--- config.mk ---
export PLATFORM = sky130hd
export DESIGN_NAME = multicycle_control_fsm
export DESIGN_NICKNAME = d
export VERILOG_FILES = /design/src/rtl/rv32i_pkg.sv /design/src/rtl/multicycle_control_fsm_main_decoder.sv /design/src/rtl/multicycle_control_fsm.sv
export SDC_FILE = /design/constraint.sdc
export NUM_CORES = 1
export LEC_CHECK = 0
export ABC_CLOCK_PERIOD_IN_PS = 4400
export CAP_MARGIN = 20
export CORE_UTILIZATION = 50
export DETAILED_ROUTE_END_ITERATION = 7
export HOLD_SLACK_MARGIN = 0.15
export PLACE_DENSITY = 0.82
export REMOVE_ABC_BUFFERS = 1
export SLEW_MARGIN = 20
export SYNTH_ARGS = -nofsm -noshare
export SYNTH_HDL_FRONTEND = slang
export SYNTH_HIERARCHICAL = 1
export SYNTH_SLANG_ARGS = --single-unit
--- constraint.sdc ---
create_clock -name clk_i -period 4.4 [get_ports clk_i]
set_input_delay 0.66 -clock clk_i [delete_from_list [all_inputs] [get_ports clk_i]]
set_output_delay 0.66 -clock clk_i [all_outputs]
set_load 0.02 [all_outputs]
--- src/rtl/rv32i_pkg.sv ---
// ---------------------------------------------------------------------------
// rv32i_pkg
// Shared definitions for the RV32I multi-cycle control path: opcode
// constants, writeback/PC-source encodings, trap causes, the sequencer
// state enum and the latched instruction class.
// ---------------------------------------------------------------------------
package rv32i_pkg;

    // Major opcodes (instr[6:0])
    localparam logic [6:0] OPC_R      = 7'b0110011;
    localparam logic [6:0] OPC_I      = 7'b0010011;
    localparam logic [6:0] OPC_LOAD   = 7'b0000011;
    localparam logic [6:0] OPC_STORE  = 7'b0100011;
    localparam logic [6:0] OPC_BRANCH = 7'b1100011;
    localparam logic [6:0] OPC_JAL    = 7'b1101111;
    localparam logic [6:0] OPC_JALR   = 7'b1100111;
    localparam logic [6:0] OPC_LUI    = 7'b0110111;
    localparam logic [6:0] OPC_AUIPC  = 7'b0010111;

    // Writeback mux select
    localparam logic [2:0] RES_ALU  = 3'b000;
    localparam logic [2:0] RES_MEM  = 3'b001;
    localparam logic [2:0] RES_EXT  = 3'b010;
    localparam logic [2:0] RES_PC4  = 3'b011;
    localparam logic [2:0] RES_COMP = 3'b100;

    // Next-PC select
    localparam logic [1:0] PC_PLUS4  = 2'b00;
    localparam logic [1:0] PC_TARGET = 2'b01;
    localparam logic [1:0] PC_ALU    = 2'b10;

    // Trap causes
    localparam logic [1:0] TRAP_NONE    = 2'b00;
    localparam logic [1:0] TRAP_ILLEGAL = 2'b01;
    localparam logic [1:0] TRAP_BUS     = 2'b10;

    typedef enum logic [3:0] {
        ST_FETCH,
        ST_DECODE,
        ST_EXEC,
        ST_MEMADR,
        ST_MEMRD,
        ST_MEMWR,
        ST_WB,
        ST_BRANCH,
        ST_JUMP,
        ST_TRAP
    } state_e;

    // ALU covers R-type, I-ALU, LUI and AUIPC: they share the EXEC/WB path.
    typedef enum logic [2:0] {
        CLS_NONE,
        CLS_ALU,
        CLS_LOAD,
        CLS_STORE,
        CLS_BRANCH,
        CLS_JAL,
        CLS_JALR,
        CLS_ILLEGAL
    } class_e;

    // SLT/SLTU and SLTI/SLTIU use funct3 010/011.
    function automatic logic is_slt(input logic [2:0] funct3);
        return funct3[2:1] == 2'b01;
    endfunction

endpackage

--- src/rtl/multicycle_control_fsm_main_decoder.sv ---
// ---------------------------------------------------------------------------
// main_decoder
// Combinational opcode/funct3 decode used in the DECODE state.
//   opcode_i     : instr[6:0]
//   funct3_i     : instr[14:12]
//   class_o      : instruction class steering the sequencer
//   result_src_o : writeback mux select for this instruction
//   illegal_o    : opcode lies outside the supported RV32I set
// ---------------------------------------------------------------------------
module main_decoder
    import rv32i_pkg::*;
(
    input  logic [6:0] opcode_i,
    input  logic [2:0] funct3_i,
    output class_e     class_o,
    output logic [2:0] result_src_o,
    output logic       illegal_o
);

    always_comb begin
        class_o      = CLS_ILLEGAL;
        result_src_o = RES_ALU;
        illegal_o    = 1'b0;
        case (opcode_i)
            OPC_R, OPC_I: begin
                class_o      = CLS_ALU;
                result_src_o = is_slt(funct3_i) ? RES_COMP : RES_ALU;
            end
            OPC_LOAD: begin
                class_o      = CLS_LOAD;
                result_src_o = RES_MEM;
            end
            OPC_LUI: begin
                class_o      = CLS_ALU;
                result_src_o = RES_EXT;
            end
            OPC_AUIPC:  class_o = CLS_ALU;
            OPC_JAL: begin
                class_o      = CLS_JAL;
                result_src_o = RES_PC4;
            end
            OPC_JALR: begin
                class_o      = CLS_JALR;
                result_src_o = RES_PC4;
            end
            OPC_STORE:  class_o = CLS_STORE;
            OPC_BRANCH: class_o = CLS_BRANCH;
            default:    illegal_o = 1'b1;
        endcase
    end

endmodule

--- src/rtl/multicycle_control_fsm.sv ---
// ---------------------------------------------------------------------------
// multicycle_control_fsm
// Multi-cycle sequencer for the RV32I behavioral core. Steps each
// instruction through FETCH/DECODE/EXEC/MEM/WB, drives the datapath strobes,
// waits on the memory ready handshake and halts on illegal opcodes or bus
// timeouts.
//   clk_i, rst_ni      : clock, asynchronous active-low reset
//   instr_i            : instruction word, captured when ir_write_o is high
//   branch_taken_i     : branch comparator result
//   mem_ready_i        : memory completes the current access
//   ir_write_o         : latch instr_i into the IR
//   mem_read_o/write_o : memory request strobes
//   iord_o             : memory address select (0 PC, 1 ALU)
//   reg_write_o        : register-file write enable
//   result_src_flag_o  : writeback select, held from DECODE to next DECODE
//   pc_write_o/pc_src_o: PC update and next-PC select
//   trap_o/trap_cause_o: halted, and why
//   retired_o          : retired-instruction count
// ---------------------------------------------------------------------------
module multicycle_control_fsm
    import rv32i_pkg::*;
#(
    parameter int unsigned MEM_TIMEOUT = 16,
    parameter int unsigned CNT_W       = 32
) (
    input  logic             clk_i,
    input  logic             rst_ni,
    input  logic [31:0]      instr_i,
    input  logic             branch_taken_i,
    input  logic             mem_ready_i,
    output logic             ir_write_o,
    output logic             mem_read_o,
    output logic             mem_write_o,
    output logic             iord_o,
    output logic             reg_write_o,
    output logic [2:0]       result_src_flag_o,
    output logic             pc_write_o,
    output logic [1:0]       pc_src_o,
    output logic             trap_o,
    output logic [1:0]       trap_cause_o,
    output logic [CNT_W-1:0] retired_o
);

    localparam int unsigned     TO_W    = (MEM_TIMEOUT > 1) ? $clog2(MEM_TIMEOUT) : 1;
    localparam logic [TO_W-1:0] TO_LAST = TO_W'(MEM_TIMEOUT - 1);

    state_e           state_q, state_d;
    class_e           cls_q, cls_d;
    logic [2:0]       res_q, res_d;
    logic [1:0]       cause_q, cause_d;
    logic [TO_W-1:0]  to_cnt_q, to_cnt_d;
    logic [CNT_W-1:0] retired_q, retired_d;
    logic [6:0]       opc_q, opc_d;
    logic [2:0]       f3_q, f3_d;

    class_e           dec_class;
    logic [2:0]       dec_res;
    logic             dec_illegal;
    logic             timed_out;
    logic             unused_instr_bits;

    assign unused_instr_bits = ^{instr_i[31:15], instr_i[11:7]};

    main_decoder u_main_decoder (
        .opcode_i     (opc_q),
        .funct3_i     (f3_q),
        .class_o      (dec_class),
        .result_src_o (dec_res),
        .illegal_o    (dec_illegal)
    );

    // to_cnt_q counts the wait cycles already spent; this cycle is the last
    // allowed one when it equals MEM_TIMEOUT-1. Ready in this cycle still wins.
    assign timed_out = (MEM_TIMEOUT != 0) && (to_cnt_q == TO_LAST);

    always_comb begin
        state_d     = state_q;
        cls_d       = cls_q;
        res_d       = res_q;
        cause_d     = cause_q;
        to_cnt_d    = '0;
        ir_write_o  = 1'b0;
        mem_read_o  = 1'b0;
        mem_write_o = 1'b0;
        iord_o      = 1'b0;
        reg_write_o = 1'b0;
        pc_write_o  = 1'b0;
        pc_src_o    = PC_PLUS4;

        case (state_q)
            ST_FETCH: begin
                mem_read_o = 1'b1;
                if (mem_ready_i) begin
                    ir_write_o = 1'b1;
                    state_d    = ST_DECODE;
                end else if (timed_out) begin
                    state_d = ST_TRAP;
                    cause_d = TRAP_BUS;
                end else begin
                    to_cnt_d = to_cnt_q + TO_W'(1);
                end
            end
            ST_DECODE: begin
                cls_d = dec_class;
                res_d = dec_res;
                if (dec_illegal) begin
                    state_d = ST_TRAP;
                    cause_d = TRAP_ILLEGAL;
                end else begin
                    case (dec_class)
                        CLS_ALU:              state_d = ST_EXEC;
                        CLS_LOAD, CLS_STORE:  state_d = ST_MEMADR;
                        CLS_BRANCH:           state_d = ST_BRANCH;
                        CLS_JAL, CLS_JALR:    state_d = ST_JUMP;
                        default: begin
                            state_d = ST_TRAP;
                            cause_d = TRAP_ILLEGAL;
                        end
                    endcase
                end
            end
            ST_EXEC:   state_d = ST_WB;
            ST_MEMADR: state_d = (cls_q == CLS_STORE) ? ST_MEMWR : ST_MEMRD;
            ST_MEMRD: begin
                mem_read_o = 1'b1;
                iord_o     = 1'b1;
                if (mem_ready_i) begin
                    state_d = ST_WB;
                end else if (timed_out) begin
                    state_d = ST_TRAP;
                    cause_d = TRAP_BUS;
                end else begin
                    to_cnt_d = to_cnt_q + TO_W'(1);
                end
            end
            ST_MEMWR: begin
                mem_write_o = 1'b1;
                iord_o      = 1'b1;
                if (mem_ready_i) begin
                    pc_write_o = 1'b1;
                    state_d    = ST_FETCH;
                end else if (timed_out) begin
                    state_d = ST_TRAP;
                    cause_d = TRAP_BUS;
                end else begin
                    to_cnt_d = to_cnt_q + TO_W'(1);
                end
            end
            ST_WB: begin
                reg_write_o = 1'b1;
                pc_write_o  = 1'b1;
                state_d     = ST_FETCH;
            end
            ST_BRANCH: begin
                pc_write_o = 1'b1;
                pc_src_o   = branch_taken_i ? PC_TARGET : PC_PLUS4;
                state_d    = ST_FETCH;
            end
            ST_JUMP: begin
                reg_write_o = 1'b1;
                pc_write_o  = 1'b1;
                pc_src_o    = (cls_q == CLS_JALR) ? PC_ALU : PC_TARGET;
                state_d     = ST_FETCH;
            end
            ST_TRAP:   state_d = ST_TRAP;
            default:   state_d = ST_FETCH;
        endcase

        // Reset aborts any access at once, without waiting for a clock edge.
        if (!rst_ni) begin
            ir_write_o  = 1'b0;
            mem_read_o  = 1'b0;
            mem_write_o = 1'b0;
            iord_o      = 1'b0;
            reg_write_o = 1'b0;
            pc_write_o  = 1'b0;
            pc_src_o    = PC_PLUS4;
        end

        retired_d = pc_write_o ? retired_q + CNT_W'(1) : retired_q;
        opc_d     = ir_write_o ? instr_i[6:0]   : opc_q;
        f3_d      = ir_write_o ? instr_i[14:12] : f3_q;
    end

    always_ff @(posedge clk_i or negedge rst_ni) begin
        if (!rst_ni) begin
            state_q   <= ST_FETCH;
            cls_q     <= CLS_NONE;
            res_q     <= RES_ALU;
            cause_q   <= TRAP_NONE;
            to_cnt_q  <= '0;
            retired_q <= '0;
        end else begin
            state_q   <= state_d;
            cls_q     <= cls_d;
            res_q     <= res_d;
            cause_q   <= cause_d;
            to_cnt_q  <= to_cnt_d;
            retired_q <= retired_d;
        end
    end

    // Instruction-register copy of the fields the decoder needs; pure data.
    always_ff @(posedge clk_i) begin
        opc_q <= opc_d;
        f3_q  <= f3_d;
    end

    assign result_src_flag_o = res_q;
    assign trap_o            = (state_q == ST_TRAP);
    assign trap_cause_o      = cause_q;
    assign retired_o         = retired_q;

endmodule
==> flow_summary.yaml, run 1 <==
floorplanning:
  num_rows: 28
  dieArea_sq_mm: 0.00640
  core_sq_mm: 0.00589
  num_io_pins: 82
  initial_core_util_pct: 51.7
  dieWidth_um: 80.0
  die_y_um: 80.0
synth:
  syn-cell-area_sq_mm: 0.00304
  syn_area_per_cell_sq_um: 10.6
  syn_inst: 287
  yosysWarnings: 6
setup_path:
  critical-path-slowest-cell: "clkdlybuf4s50_1"
  cp_slowest_stage_delay_ns: 0.62
  critPathTopFamily: "buffers and inverters"
  worst-path-max-fanout: 10
  cp-start-kind: "input port"
  arrival_ns: 2.37
  required_ns: 3.74
  setup.worst_path.class: "in -> out"
  cpMostUsedCell: "clkdlybuf4s50_1"
  cp_num_buf_inv: 3
  path_cells: "clkdlybuf4s50_1, nand2_1, nor3_1, buf_4, clkdlybuf4s50_1"
  end_kind: "output port"
final_layout:
  fin_area_sq_mm: 0.00385
  nFillCells: 476
  nets: 385
  antenna_cells: 0
  syn_to_final_growth_pct: 26.7
  drive_above_1_share_pct: 11.9
global_route:
  grt_remaining_overflow: 0
  grt_max_degree: 35
  antenna_found_initial: 0
  grt_pass1_wl_mm: 10.9
  track_usage_pct: 22.9
  first_global_vias: 2260
routing:
  routed-via-count: 2478
  wl_mm: 6.75
  drc: 0
  post_drt_wl_per_cell_um: 15.8
  final_antenna_net_count: 0
  drt_iter0_markers: 229
  first_pass_iters: 4
  viasPerCell: 5.80
clock_tree:
  clock-root-buffer: "clkbuf_8"
  post_cts_buffers: 0
  cts_buffer_depth: 2
  clock-sinks: 57
  cts_tree: "done"
  h-tree-depth: 3
  clkLatencyLatePin_ns: 0.33
  postCtsHoldBufs: 0
  cts_resized: 0
  cts_buffers: 9
  clk_pin_slew_ns: 0.07
timing:
  period_share_pct: 68.9
  fin_setup_tns_ns: 0
  fmax_mhz: 330
  rsz0062_at_grt: "false"
  drv_slew: 0
  slew_headroom_pct: 31.8
  period_minus_slack_ns: 3.03
  hold_viol: 0
  setup_viol_count_final: 0
  tightest_slew_ns: 1.02
  skew_ns: 0.0120
placed_design:
  dp_hpwl_mm: 4.68
  gp_congestion: 0.823
  placed_cell_area_sq_mm: 0.00367
  io_buffers: 58
power_and_ir_drop:
  total_power_mw: 1.58
  leakage_nw: 1.62
  ir_worst_vdd_mv: 0.326
  powerDensity_mw_per_mm2: 410
run_status:
  status: "finished, final reports clean"
hold_path:
  min_path_type: "in -> async"
job:
  max_cap_violations: 0
==> metal layers <==
| layer | routed length [um] | share of wire, % | up-vias | GRT usage [%] |
|---|---|---|---|---|
| met1 | 3130 | 46 | 1212 | 31.1 |
| met4 | 157 | 2.3 | 0 | 12.1 |
| met3 | 269 | 4.0 | 16 | 4.00 |
| li1 | - | - | 1181 | - |
| met5 | 0 | 0 | - | 0 |
| met2 | 3200 | 47 | 69 | 34.8 |
==> final timing paths <==
| path | depth (start not counted) | endpoint | slack, ns | start |
|---|---|---|---|---|
| max | 5 | ir_write_o | 1.37 | mem_ready_i |
| min | 1 | state_q[2] | 0.27 | rst_ni |
| max reg2reg | 6 | state_q[3] | 2.13 | opc_q[6] |
| min reg2reg | 1 | to_cnt_q[0] | 0.46 | to_cnt_q[0] |
| max in group asynchronous | 2 | retired_o[30] | 3.32 | rst_ni |
| min in group clk_i | 1 | to_cnt_q[0] | 0.46 | to_cnt_q[0] |
==> stage by stage <==
step / util (%) / hold WS [ns] / setup WS, ns / std cells
3_5_place_dp: 62.4 / 0.454 / 1.34 / 411
3_3_place_gp: 62.4 / 0.441 / 1.33 / 411
2_1_floorplan: - / 0.364 / 1.40 / 275
5_1_grt: 65.5 / 0.295 / 1.25 / 427
4_1_cts: 65.5 / 0.268 / 1.37 / 427
6_report: 65.5 / 0.267 / 1.37 / 427
==> registers in the layout, indices dropped and copies added (netlist names) <==
signal,count
cls_q,3
f3_q,2
opc_q,7
result_src_flag_o,3
retired_o,32
state_q,4
to_cnt_q,4
trap_cause_o,2
==> cells in the final DEF, fill, tap and decap left out, types with 5 or more instances in the layout <==
| cell | instances |
|---|---|
| nor4_1 | 8 |
| dfrtp_1 | 48 |
| nor2b_1 | 5 |
| o21ai_0 | 5 |
| and3_1 | 5 |
| clkbuf_8 | 12 |
| nor2_1 | 16 |
| nand2_1 | 23 |
| nor4_2 | 6 |
| edfxtp_1 | 9 |
| xor2_1 | 22 |
| nand4_1 | 14 |
| clkdlybuf4s50_1 | 57 |
| mux2_2 | 8 |
| nand3_1 | 19 |
| inv_1 | 5 |
| nor3_1 | 15 |
| xnor2_1 | 11 |
==> power by group <==
part	total (mW)	switching, mW	internal, mW	leakage (nW)
Clock	0.455	0.205	0.250	0.0927
Sequential	0.673	0.0814	0.592	0.715
Combinational	0.454	0.251	0.202	0.809
Total	1.58	0.537	1.04	1.62
==> worst register-to-register path, delay by kind of cell, from the launching register on <==
family	cells	cell delay, ns
AOI/OAI and AO/OA	1	0.61
DFF	1	0.56
and+or+nand+nor	5	0.98
==> layout make-up <==
| cell class | instances | area, sq um | share of cell area (%) |
|---|---|---|---|
| inverters | 5 | 18.8 | 0.487 |
| clock buffers | 14 | 173 | 4.48 |
| multi-input cells | 213 | 1490 | 38.6 |
| repair buffers | 61 | 598 | 15.5 |
| flip-flops and latches | 57 | 1470 | 38.2 |
| clock inverters | 2 | 12.5 | 0.325 |
| well taps | 75 | 93.8 | 2.43 |
Power figures use the tool's default switching activity.
==> inputs of run 2 (changes only) <==
--- a/config.mk
+++ b/config.mk
@@ -5,12 +5,12 @@
 export SDC_FILE = /design/constraint.sdc
 export NUM_CORES = 1
 export LEC_CHECK = 0
-export ABC_CLOCK_PERIOD_IN_PS = 4400
+export ABC_CLOCK_PERIOD_IN_PS = 2800
 export CAP_MARGIN = 20
-export CORE_UTILIZATION = 50
+export CORE_UTILIZATION = 49
 export DETAILED_ROUTE_END_ITERATION = 7
 export HOLD_SLACK_MARGIN = 0.15
-export PLACE_DENSITY = 0.82
+export PLACE_DENSITY = 0.81
 export REMOVE_ABC_BUFFERS = 1
 export SLEW_MARGIN = 20
 export SYNTH_ARGS = -nofsm -noshare
==> constraint.sdc (replaced) <==
create_clock -name clk_i -period 2.8 [get_ports clk_i]
set_input_delay 0.42 -clock clk_i [delete_from_list [all_inputs] [get_ports clk_i]]
set_output_delay 0.42 -clock clk_i [all_outputs]
set_load 0.02 [all_outputs]
==> run 2 against run 1 <==
Net effect:
- register-to-register slack worse by 1.6 ns
- worst hold slack better by 0.19 ns
- sequential power increased by 55%
- largest power group unchanged
- count of clock-buffer cells in the layout shrank 2
- total power rose by 62%
- cell area increased by 2.4%
==> flow_summary.yaml, run 2 (synthesis results as in run 1) <==
setup_path:
  cp-start-kind: "input port"
  worst-path-max-fanout: 11
  rrSetupSlack_ns: 0.55
  timing.rr.start: "opc_q[6]"
  r2r_end: "state_q[3]"
  end_kind: "output port"
  arrival_ns: 2.25
  rr_worst_depth: 6
  setup.worst_path.class: "in -> out"
  required_ns: 2.38
final_layout:
  fin_area_sq_mm: 0.00395
  fin_util_pct: 66.3
  final_common_cell: "clkdlybuf4s50_1"
  syn_to_final_growth_pct: 29.7
  mostFrequentLayoutCells: "56 x clkdlybuf4s50_1, 48 x dfrtp_1, 23 x nand2_1, 22 x xor2_1, 19 x nand3_1"
  antenna_cells: 0
  nFillCells: 490
  largest_reg_flops: 32
  fin_cells: 434
  nets: 393
  drive_above_1_share_pct: 13.9
power_and_ir_drop:
  total_power_mw: 2.57
  p_sw_share_pct: 33.0
  clockPowerShare_pct: 30.0
  p_seq_share_pct: 40.5
  ir_worst_vdd_mv: 0.664
  comb_power_share_pct: 29.5
  leakage_nw: 1.69
  p_int_mw: 1.72
  p_sw_uw: 849
  powerDensity_mw_per_mm2: 651
routing:
  drt_iter0_markers: 162
  viasPerCell: 5.82
  final_antenna_net_count: 0
  post_drt_wl_per_cell_um: 16.0
  drc: 0
  first_pass_iters: 4
  wl_mm: 6.93
  routed-via-count: 2524
timing:
  rsz0062_at_grt: "false"
  hold_viol: 0
  drv_slew: 0
  period_share_pct: 95.5
  setup_viol_count_final: 0
  period_minus_slack_ns: 2.67
  skew_ns: 0.00642
  whs_ns: 0.461
  slew_headroom_pct: 46.8
  fin_setup_tns_ns: 0
  layout_setup_ws_ns: 0.125
  tightest_slew_ns: 0.796
  fmax_mhz: 374
global_route:
  grt_remaining_overflow: 0
  grt_max_degree: 23
  grt_pass1_wl_mm: 11.8
  antenna_found_initial: 0
  track_usage_pct: 23.7
  first_global_vias: 2500
clock_tree:
  cts_buffers: 9
  cts_tree: "done"
  h-tree-depth: 3
  cts_buffer_depth: 2
  clock-sinks: 57
  clk_pin_slew_ns: 0.06
  clkLatencyLatePin_ns: 0.34
  clock-root-buffer: "clkbuf_8"
floorplanning:
  initial_core_util_pct: 51.1
  dieWidth_um: 80.8
  num_io_pins: 82
  core_sq_mm: 0.00596
  num_rows: 28
  die_y_um: 80.8
  dieArea_sq_mm: 0.00653
placed_design:
  dp_hpwl_mm: 4.79
  placed_cell_area_sq_mm: 0.00372
  io_buffers: 58
  gp_congestion: 0.815
  placedCellCount: 418
  pre_cts_ws_ns: 0.410
run_status:
  status: "finished, final reports clean"
hold_path:
  min_path_type: "reg -> reg"
  hold_end: "to_cnt_q[0]"
  holdPathStages: 1
  min_from: "to_cnt_q[0]"
job:
  max_cap_violations: 0
[run 2: area by class of cell]
class | count | area [sq um] | share of cell area (%)
Clock buffer | 12 | 155 | 3.93
Sequential cell | 57 | 1470 | 37.3
Multi-Input combinational cell | 213 | 1500 | 38.0
Clock inverter | 3 | 40.0 | 1.01
Inverter | 5 | 18.8 | 0.475
Tap cell | 75 | 93.8 | 2.38
Timing Repair Buffer | 69 | 667 | 16.9
[run 2: layer usage]
metal  global-route usage [%]  routed length [um]  vias up
met4                     11.4                 131        0
met1                     31.6                3160     1236
met2                     36.5                3320       76
li1                         -                   -     1197
met3                     5.28                 309       15
met5                        0                   0        -
[run 2: how the worst max path moves through the flow]
stage	start	endpoint	slack (ns)	depth (start not counted)
finish	rst_ni	pc_write_o	0.13	6
global route	rst_ni	pc_write_o	0.03	6
detailed placement	mem_ready_i	ir_write_o	0.41	4
global placement	state_q[3]	pc_src_o[1]	0.41	4
CTS	rst_ni	ir_write_o	0.04	5
floorplan	state_q[2]	pc_write_o	0.17	3
[run 2: repair_timing]
item	in CTS	in global routing
hold buffers	1	0
buffers inserted	0	0
gates resized for setup	0	4
setup endpoints to repair	0	4
endpoints found under the hold margin	4	0
[run 2: worst max-delay path, cell delays in order]
cell and delay [ns]:
dlygate4sd3_1 0.54, buf_2 0.24, and3b_1 0.25, a22oi_2 0.09
inv_1 0.10, clkdlybuf4s50_1 0.61
[run 2: power groups by stage]
stage / Sequential (mW) / Combinational (mW) / Clock [mW]
2_1_floorplan: 1.10 / 0.385 / 0
3_3_place_gp: 1.05 / 0.732 / 0
3_5_place_dp: 1.05 / 0.743 / 0
4_1_cts: 1.04 / 0.752 / 0.787
5_1_grt: 1.05 / 0.828 / 0.825
6_report: 1.04 / 0.758 / 0.772
==> inputs of run 3 (changes only) <==
--- a/config.mk
+++ b/config.mk
@@ -8,10 +8,10 @@
 export ABC_CLOCK_PERIOD_IN_PS = 2800
 export CAP_MARGIN = 20
 export CORE_UTILIZATION = 49
+export CTS_BUF_LIST = sky130_fd_sc_hd__clkbuf_8 sky130_fd_sc_hd__clkbuf_16
 export DETAILED_ROUTE_END_ITERATION = 7
 export HOLD_SLACK_MARGIN = 0.15
-export PLACE_DENSITY = 0.81
-export REMOVE_ABC_BUFFERS = 1
+export PLACE_DENSITY = 0.86
 export SLEW_MARGIN = 20
 export SYNTH_ARGS = -nofsm -noshare
 export SYNTH_HDL_FRONTEND = slang
==> run 3 against run 2 <==
Net effect:
- first-iteration DRC count fell by 6.8%
- clock skew down 0.0021 ns
- highest routed layer unchanged
- fmax decreased by 1.7%
- critical path depth decreased by 1
- die area unchanged
- sequential power barely moved
==> flow_summary.yaml, run 3 (synthesis results as in run 1) <==
run_status:
  status: "finished, final reports clean"
setup_path:
  cp_slowest_stage_delay_ns: 0.67
  critical-path-slowest-cell: "clkdlybuf4s50_1"
  cp-start-kind: "input port"
  arrival_ns: 2.30
  rrSetupSlack_ns: 0.58
  end_kind: "output port"
  cp_num_buf_inv: 3
  worst-path-max-fanout: 12
  setup.worst_path.class: "in -> out"
  critPathTopFamily: "buffers and inverters"
  path_cells: "dlygate4sd3_1, buf_2, nand2_1, nor3_1, clkdlybuf4s50_1"
  required_ns: 2.38
timing:
  hold_viol: 0
  period_share_pct: 97.2
  fmax_mhz: 367
  period_minus_slack_ns: 2.72
  rsz0062_at_grt: "false"
  tightest_slew_ns: 0.842
  slew_headroom_pct: 43.7
  fin_setup_tns_ns: 0
  skew_ns: 0.00432
  drv_slew: 0
  setup_viol_count_final: 0
power_and_ir_drop:
  p_int_mw: 1.57
  p_sw_uw: 846
  ir_worst_vdd_mv: 0.347
  powerDensity_mw_per_mm2: 623
  p_sw_share_pct: 35.1
  p_seq_share_pct: 43.3
  comb_power_share_pct: 31.3
  leakage_nw: 1.67
  clockPowerShare_pct: 25.4
routing:
  post_drt_wl_per_cell_um: 15.9
  viasPerCell: 5.85
  wl_met2_mm: 3.35
  wl_mm: 6.87
  drt_iter0_markers: 151
  final_antenna_net_count: 0
  met1_length_mm: 3.06
  routed-via-count: 2529
  drc: 0
  first_pass_iters: 5
  met3_length_um: 346
  top_layer: "met4"
clock_tree:
  cts_buffer_depth: 2
  cts_buffers: 9
  cts_tree: "done"
  clock-sinks: 57
  h-tree-depth: 3
  clkLatencyLatePin_ns: 0.33
  clock-root-buffer: "clkbuf_8"
  clk_pin_slew_ns: 0.06
final_layout:
  drive_above_1_share_pct: 11.8
  mostFrequentLayoutCells: "55 x clkdlybuf4s50_1, 48 x dfrtp_1, 23 x nand2_1, 22 x xor2_1, 19 x nand3_1"
  nets: 390
  fin_area_sq_mm: 0.00387
  antenna_cells: 0
  fin_util_pct: 65.0
  largest_reg_flops: 32
  final_common_cell: "clkdlybuf4s50_1"
  syn_to_final_growth_pct: 27.2
floorplanning:
  initial_core_util_pct: 51.1
  die_y_um: 80.8
  core_sq_mm: 0.00596
  dieWidth_um: 80.8
  num_io_pins: 82
  dieArea_sq_mm: 0.00653
  num_rows: 28
global_route:
  grt_pass1_wl_mm: 11.7
  track_usage_pct: 23.9
  grt_remaining_overflow: 0
  grt_max_degree: 38
  first_global_vias: 2444
  antenna_found_initial: 0
placed_design:
  io_buffers: 58
  placed_cell_area_sq_mm: 0.00369
  gp_congestion: 0.855
  dp_hpwl_mm: 4.87
job:
  max_cap_violations: 0
hold_path:
  min_path_type: "reg -> reg"
synth:
  synth_fp_nets: 325
run 3: cell types whose count changed in the layout (fill, tap and decap cells not counted), sizes merged:
cell,previous run,this run
clkdlybuf4s50,56,55
bufinv,1,0
dlymetal6s2s,1,2
buf,11,8
inv,5,6
clkbuf,12,9
clkinv,2,6
run 3: layout make-up:
type                            instances  area, sq um
Tap cell                               75         93.8
Multi-Input combinational cell        213         1490
Timing Repair Buffer                   66          643
Inverter                                5         18.8
Clock inverter                          7         28.8
Sequential cell                        57         1470
Clock buffer                            9          124
Fill cell                             506         2080
run 3: worst paths after layout:
check	startpoint	to	cells after the start
hold reg to reg	retired_o[31]	retired_o[31]	1
hold / removal	retired_o[31]	retired_o[31]	1
min in group asynchronous	rst_ni	cls_q[1]	2
setup reg to reg	opc_q[6]	state_q[3]	6
max in group asynchronous	rst_ni	retired_o[16]	4
setup / recovery	rst_ni	mem_read_o	5
run 3: per-stage QoR:
step | total power, mW | cells | setup slack [ns] | hold slack, ns
after CTS | 2.42 | 432 | 0.0771 | 0.466
after global routing | 2.55 | 432 | 0.000188 | 0.483
after global placement | 1.77 | 415 | 0.335 | 0.294
after detailed placement | 1.80 | 415 | 0.355 | 0.304
after floorplan | 1.51 | 287 | 0.492 | 0.124
final | 2.41 | 432 | 0.0782 | 0.463
run 3: repair_timing:
item	CTS	global route
setup endpoints to repair	0	4
resized for setup	0	3
hold buffers	1	0
hold endpoints to repair	6	0
setup buffers	0	0
run 3: power groups by stage:
stage	Combinational (mW)	Sequential, mW	Clock [mW]
floorplan	0.441	1.07	0
global route	0.820	1.06	0.677
CTS	0.749	1.04	0.628
global placement	0.723	1.05	0
detailed placement	0.744	1.05	0
finish	0.755	1.04	0.613
run 3: per-layer routing:
layer / track usage (%) / up-vias
met2: 37.4 / 85
met1: 31.3 / 1247
li1: - / 1186
met3: 5.28 / 11
met5: 0 / -
met4: 11.3 / 0
